**config.mk**
```make
export PLATFORM = sky130hd
export DESIGN_NAME = dice_roller
export DESIGN_NICKNAME = d
export VERILOG_FILES = /design/src/rtl/dice_roller.sv
export SDC_FILE = /design/constraint.sdc
export NUM_CORES = 1
export LEC_CHECK = 0
export CAP_MARGIN = 20
export CORE_MARGIN = 4
export CORE_UTILIZATION = 40
export DETAILED_ROUTE_END_ITERATION = 8
export DONT_BUFFER_PORTS = 1
export HOLD_SLACK_MARGIN = 0.08
export SYNTH_ARGS = -nofsm -noshare
export SYNTH_HDL_FRONTEND = slang
export SYNTH_SLANG_ARGS = --single-unit
```
**constraint.sdc**
```tcl
create_clock -name clk -period 5.4 [get_ports clk]
set_clock_uncertainty 0.05 [all_clocks]
set_input_delay 0.81 -clock clk [delete_from_list [all_inputs] [get_ports clk]]
set_output_delay 0.81 -clock clk [all_outputs]
set_load 0.02 [all_outputs]
```
**src/rtl/dice_roller.sv**
```systemverilog
// Debounced roll button driving a 1..6 die face with coast-down and hold.
// Optional DICE_LFSR_EN: faces come from an 8-bit LFSR instead of counting.
module dice_roller #(
  parameter logic [15:0] DEBOUNCE_CYCLES = 16'd50000,
  parameter logic [23:0] ROLL_TICK_DIV   = 24'd2500000,
  parameter logic [3:0]  SETTLE_STEPS    = 4'd5
) (
  input  logic       clk,
  input  logic       rst_n,
  input  logic       roll_btn,
  output logic [2:0] dice_value,
  output logic       rolling,
  output logic       valid
);

  typedef enum logic [1:0] {
    IDLE,
    ROLL,
    SETTLE,
    SHOW
  } state_t;

  state_t      state;
  state_t      state_nxt;
  logic [2:0]  dice_nxt;
  logic [3:0]  settle_cnt;
  logic [3:0]  settle_nxt;

  logic        sync1;
  logic        sync2;
  logic        btn_db;
  logic        btn_q;
  logic [15:0] db_cnt;
  logic        db_hit;
  logic        press;
  logic        rel;

  logic [23:0] pcnt;
  logic        active;
  logic        tick;
  logic        enter_roll;
  logic [2:0]  adv;

  always_ff @(posedge clk or negedge rst_n) begin
    if (!rst_n) begin
      sync1 <= 1'b0;
      sync2 <= 1'b0;
    end else begin
      sync1 <= roll_btn;
      sync2 <= sync1;
    end
  end

  assign db_hit = ({1'b0, db_cnt} + 17'd1) >=
                  {1'b0, DEBOUNCE_CYCLES};

  always_ff @(posedge clk or negedge rst_n) begin
    if (!rst_n) begin
      btn_db <= 1'b0;
      btn_q  <= 1'b0;
      db_cnt <= '0;
    end else begin
      btn_q <= btn_db;
      if (sync2 != btn_db) begin
        if (db_hit) begin
          btn_db <= sync2;
          db_cnt <= '0;
        end else begin
          db_cnt <= db_cnt + 16'd1;
        end
      end else begin
        db_cnt <= '0;
      end
    end
  end

  assign press = btn_db & ~btn_q;
  assign rel   = ~btn_db & btn_q;

  assign active = (state == ROLL) || (state == SETTLE);
  assign tick   = active && (pcnt == ROLL_TICK_DIV - 24'd1);
  assign enter_roll = (state_nxt == ROLL) && (state != ROLL);

  always_ff @(posedge clk or negedge rst_n) begin
    if (!rst_n) begin
      pcnt <= '0;
    end else if (enter_roll) begin
      pcnt <= '0;
    end else if (active) begin
      pcnt <= tick ? 24'd0 : pcnt + 24'd1;
    end
  end

`ifdef DICE_LFSR_EN
  logic [7:0] lfsr;
  logic [7:0] lfsr_mod;

  always_ff @(posedge clk or negedge rst_n) begin
    if (!rst_n) begin
      lfsr <= 8'hA5;
    end else begin
      lfsr <= {lfsr[6:0], lfsr[7] ^ lfsr[5] ^ lfsr[4] ^ lfsr[3]};
    end
  end

  assign lfsr_mod = lfsr % 8'd6;
  assign adv      = lfsr_mod[2:0] + 3'd1;
`else
  assign adv = ((dice_value >= 3'd6) || (dice_value == 3'd0)) ?
               3'd1 : dice_value + 3'd1;
`endif

  always_comb begin
    state_nxt  = state;
    dice_nxt   = dice_value;
    settle_nxt = settle_cnt;
    unique case (state)
      IDLE: begin
        if (press) begin
          state_nxt = ROLL;
          dice_nxt  = 3'd1;
        end
      end
      ROLL: begin
        if (tick) begin
          dice_nxt = adv;
        end
        if (rel) begin
          if (SETTLE_STEPS == 4'd0) begin
            state_nxt = SHOW;
          end else begin
            state_nxt  = SETTLE;
            settle_nxt = SETTLE_STEPS;
          end
        end
      end
      SETTLE: begin
        if (tick) begin
          dice_nxt = adv;
          if (settle_cnt <= 4'd1) begin
            state_nxt  = SHOW;
            settle_nxt = 4'd0;
          end else begin
            settle_nxt = settle_cnt - 4'd1;
          end
        end
      end
      SHOW: begin
        // Re-roll continues from the held face.
        if (press) begin
          state_nxt = ROLL;
        end
      end
      default: begin
        state_nxt = IDLE;
      end
    endcase
  end

  always_ff @(posedge clk or negedge rst_n) begin
    if (!rst_n) begin
      state      <= IDLE;
      dice_value <= 3'd0;
      settle_cnt <= 4'd0;
      rolling    <= 1'b0;
      valid      <= 1'b0;
    end else begin
      state      <= state_nxt;
      dice_value <= dice_nxt;
      settle_cnt <= settle_nxt;
      rolling    <= (state_nxt == ROLL) ||
                    (state_nxt == SETTLE);
      valid      <= (state_nxt == SHOW);
    end
  end

endmodule

```
# Word-level counts from Yosys, hierarchy flattened
# Index checks and enable logic that the tools add are counted.
dict set report totals {
  wordCells 69
  reg_bits 55
  output_inout_bits 5
  in_bits 3
}
dict set report classes {
  eq_ne 13
  add_sub_neg 5
  bitwise_logic 4
  reduce_logical 15
  order_cmp 3
  muxes 18
}
# op n
set ops {}
lappend ops {{24-bit two-way mux} 3}
lappend ops {{16-bit two-way mux} 2}
lappend ops {{24-bit by 1-bit adder with 24-bit output (second input constant)} 1}
lappend ops {{24-bit by 22-bit == test with 1-bit output (second input constant)} 1}
lappend ops {{16-bit by 1-bit adder with 17-bit output (second input constant)} 1}
lappend ops {{17-bit by 16-bit >= comparator with 1-bit output (second input constant)} 1}
lappend ops {{16-bit by 1-bit adder with 16-bit output (second input constant)} 1}
lappend ops {{4-bit two-way mux} 3}
lappend ops {{3-bit two-way mux} 3}
lappend ops {{2-bit == test (second input constant)} 4}
lappend ops {{2-bit two-way mux} 4}
lappend ops {{4-bit one-hot mux with 2 select lines} 1}
lappend ops {{2-bit != test (second input constant)} 3}
lappend ops {{2-bit one-hot mux with 3 select lines} 1}
lappend ops {{3-bit one-hot mux with 2 select lines} 1}
lappend ops {{3-bit AND reduction} 2}
lappend ops {{2-bit nonzero test} 3}
lappend ops {{2-bit by 1-bit == test with 1-bit output (second input constant)} 2}
lappend ops {{4-bit by 1-bit <= comparator with 1-bit output (second input constant)} 1}
lappend ops {{2-bit by 1-bit != test with 1-bit output (second input constant)} 2}
lappend ops {{2-bit OR reduction} 2}
lappend ops {{4-bit by 1-bit subtractor with 4-bit output (second input constant)} 1}
lappend ops {{3-bit by 1-bit adder with 3-bit output (second input constant)} 1}
lappend ops {{3-bit >= comparator (second input constant)} 1}
lappend ops {{8 further kinds} 13}

# Logic depth before layout (Yosys ltp)
dict set report logic_depth {
  ltp_word 8
  ltp_mapped 14
  depth_no_buf 14
}

# Worst setup path after synthesis
# No wires, ideal clock.
dict set report synth_path {
  path_type {reg-to-reg}
  startpoint {register pcnt[0]}
  endpoint {register pcnt[13]}
  synth_period_minus_slack_ns 3.037
  path_stages_with_launch 15
  path_buffers 0
  required_time_ns 5.218
  t_arrival_ns 2.855
  setup_time_ns 0.132
  setup_slack_ns 2.363
  path_cell_list {dfrtp_1 ha_1 nand4_2 nand3b_1 o31ai_1 nand3_1 a21boi_0 o221a_2 ha_1 nand2b_1 a211oi_1 nand3_1 nor2_1 xnor2_1 nor2_1}
}
dict set report synth_between {
  elab_chain_cells 7
  elab_cells_between_ends 11
  classes_between {1 x add/sub; 2 x eq/ne; 5 x mux; 3 x reduce/logical}
}
# item line
set synth_rtl {}
lappend synth_rtl {{from (decl)} 38} ;# logic [23:0] pcnt;
lappend synth_rtl {{from (signal assigned)} 90} ;# pcnt <= tick ? 24'd0 : pcnt + 24'd1;
lappend synth_rtl {{24-bit by 22-bit == test with 1-bit output (*)} 81} ;# assign tick = active && (pcnt == ROLL_TICK_DIV - 24'd1);
lappend synth_rtl {{1-bit logical AND (*)} 81}
lappend synth_rtl {{2-bit two-way mux (*)} 138} ;# if (tick) begin
lappend synth_rtl {{2-bit one-hot mux with 3 select lines (*)} 117} ;# unique case (state)
lappend synth_rtl {{via state_nxt[0]} 24} ;# state_t state_nxt;
lappend synth_rtl {{2-bit by 1-bit == test with 1-bit output (*)} 82} ;# assign enter_roll = (state_nxt == ROLL) && (state != ROLL);
lappend synth_rtl {{1-bit logical AND (*)} 82}
lappend synth_rtl {{24-bit two-way mux / 2-bit nonzero test (equally long branches)} -}
# Mark *: on every way through the listed nets, which the timed path passes. The rest lies on a longest branch. The select of a mux whose other input is x is not followed.
# A chain may end at the register's enable or synchronous reset.

# Worst setup path in the final report
# Ends and elaborated chain as after synthesis.

==> impl_metrics.yaml <==
route:
  via_count: 2551
  drtPass1Iterations: 4
  routed_via_density: 5.44
  routed_wl_um: 6830
  drcViolationCount: 0
  drtIter0Drc: 114
  wl_per_cell_um: 14.6
  postRouteAntennaNets: 0
clocking:
  clock_latency_ns: 0.32
  cts-root-buf: "clkbuf_8"
  htreeDepth: 2
  ctsResizeCount: 0
  cts_sinks: 55
  cts_buffers: 5
  cts.path.max_buffers: 2
  postCtsSetupBuffers: 0
  cts_tree: "done"
  postCtsHoldBufs: 0
  clkTransAtPathRegs_ns: 0.11
sta:
  hold_viol: 0
  setup_viol: 0
  rsz0062_at_grt: "no"
  relSlewSlack: 0.478
  fin_crit_sh: 0.673
  tns_ns: 0
  fmax_mhz: 275
  tightest_slew_ns: 0.783
  layout_setup_ws_ns: 1.77
  slew_violations: 0
  hold-worst-slack_ns: 0.137
  min_period_ns: 3.63
setup_path:
  cpPeakStageDelay_ns: 0.58
  arrival_ns: 3.77
  start_kind: "flip-flop"
  worst_ep_required_time_ns: 5.53
  crit_family: "compound AO/OA/AOI/OAI gates"
  path_max_fanout: 5
  cpMaxStageDelayCell: "a211oi_1"
  worstRegToRegCells: 14
  critPathBufInv: 0
  endpoint_kind: "flip-flop"
  path_cells: "ha_1 > nand4_2 > nand3b_1 > o31ai_1 > nand3_1 > a21boi_0 > o221a_2 > ha_1 > nand2b_1 > a211oi_1 > nand3_1 > nor2_1 > xnor2_1 > nor2_1"
  setup.worst_path.class: "flip-flop to flip-flop"
  path_depth: 14
power:
  p_leak_nw: 1.53
  internal_power_mw: 0.567
  ir_drop_mv: 0.0966
  p_comb_frac: 0.009
  p_sw_frac: 0.207
  seqPwrFrac: 0.583
  net-switching-power_mw: 0.148
  power_frac_clock: 0.408
  power_density_mw_per_mm2: 199
logic_synthesis:
  synth-seq-cells: 55
  synth_edf_count: 0
  synth_top_family_by_area: "simple AND/OR/NAND/NOR gates"
  synth_compound_gate_area_share: 0.159
  synth-main-ff-cell: "dfrtp_1"
  ys_async_sr_fraction: 1.00
  syn_area_per_cell_um2: 9.32
  syn_nets: 380
  synth-simple-area-share: 0.270
  ys_seq_area_frac: 0.406
  yosysWarnings: 0
  syn_inst: 364
  synth_area_mm2: 0.00339
  synth_xor_xnor_area_share: 0.0697
  muxShareOfSynthArea: 0.00923
  synth-adder-area-share: 0.0480
  ys_types: 59
hold_path:
  hp-class: "primary input to async pin"
placed_design:
  post-dp-hpwl_um: 4590
  place_area_mm2: 0.00347
  pre_cts_ws_ns: 1.88
  place_congestion: 0.795
  numPortBuffers: 0
final_layout:
  design_area_mm2: 0.00359
  nNetsFinal: 379
  most-common-layout-cells: "dfrtp_1, nand2_1, nor2_1, o21ai_0, xor2_1"
  syn2layout_area_growth_pct: 5.90
  mostFrequentLayoutCell: "dfrtp_1"
  diodes: 0
  drive_above_1_share: 0.107
global_routing:
  grt_util_all_layers: 0.144
  grt_pass1_vias: 2481
  grt_remaining_overflow: 0
  antenna_found_initial: 0
  grt_max_degree: 56
  grt_pass1_wl_um: 11800
floorplanning:
  initial_core_util: 0.413
  core-area_mm2: 0.00822
  die_w_um: 100
  die_h_um: 100
  dieArea_mm2: 0.0100
  rows: 33
  io_pins: 8
run:
  drv.max_cap_violation_count: 0
run_status:
  status: "completed"
Yosys cell counts, drive strengths merged (5+ instances only):
| cell | n | area (µm²) |
|---|---|---|
| a21oi | 22 | 159 |
| and3 | 6 | 37.5 |
| buf | 6 | 48.8 |
| dfrtp | 55 | 1380 |
| ha | 13 | 163 |
| inv | 17 | 63.8 |
| nand2 | 48 | 180 |
| nand2b | 7 | 46.3 |
| nand3 | 18 | 90.1 |
| nand3b | 5 | 37.5 |
| nand4 | 9 | 90.1 |
| nor2 | 29 | 109 |
| nor3 | 10 | 61.3 |
| nor4 | 6 | 65.1 |
| nor4b | 5 | 43.8 |
| o21ai | 28 | 151 |
| o31ai | 6 | 45.0 |
| xnor2 | 7 | 61.3 |
| xor2 | 20 | 175 |
metal layers:
layer | track usage | wire, µm | up-vias
met2 | 0.236 | 3140 | 33
met3 | 0.0271 | 170 | 5
li1 | - | - | 1281
met5 | 0 | 0 | -
met1 | 0.197 | 3460 | 1232
met4 | 0.0342 | 55 | 0
power by group through the flow:
stage | sequential [mW] | clock [mW] | combinational [mW]
3_5_place_dp | 0.425 | 0 | 0.00685
3_3_place_gp | 0.425 | 0 | 0.00677
5_1_grt | 0.418 | 0.315 | 0.00748
6_report | 0.417 | 0.292 | 0.00667
2_1_floorplan | 0.424 | 0 | 0.00512
4_1_cts | 0.417 | 0.300 | 0.00682
layout make-up:
cell class              count  area [µm²]
clock buffers               6        82.6
multi-input cells         282        1890
flip-flops and latches     55        1380
well taps                 105         131
clock inverters             2        35.0
fillers                   798        4630
repair buffers              2        15.0
inverters                  17        63.8
kinds of logic after synthesis:
kind of cell,after synthesis
DFF,55
muxes,3
and+or+nand+nor,163
adders and majority gates,13
buffers and inverters,27
xor gates and xnor gates,27
AOI/OAI and AO/OA,76
sequential cells by signal, summed over array words and instances, names as in the netlist:
| name | count |
|---|---|
| state | 2 |
| pcnt | 24 |
| settle_cnt | 4 |
| btn_q | 1 |
| btn_db | 1 |
| rolling | 1 |
| dice_value | 3 |
| sync2 | 1 |
| valid | 1 |
| sync1 | 1 |
| db_cnt | 16 |
per-stage QoR:
| stage | power [mW] | instances | utilization |
|---|---|---|---|
| floorplan | 0.429 | 364 | - |
| global placement | 0.432 | 460 | 0.422 |
| detailed placement | 0.432 | 460 | 0.422 |
| CTS | 0.724 | 468 | 0.436 |
| global route | 0.740 | 469 | 0.437 |
| finish | 0.715 | 469 | 0.437 |
final timing paths:
| kind | start | end | slack (ns) |
|---|---|---|---|
| worst max-delay path | pcnt[0] | pcnt[13] | 1.77 |
| worst min-delay path | rst_n | valid | 0.14 |
| worst max register to register | pcnt[0] | pcnt[13] | 1.77 |
| worst min register to register | sync1 | sync2 | 0.33 |
| max in group asynchronous | rst_n | settle_cnt[2] | 5.05 |
| min in group clk | sync1 | sync2 | 0.33 |
(Power assumes the default switching activity.)
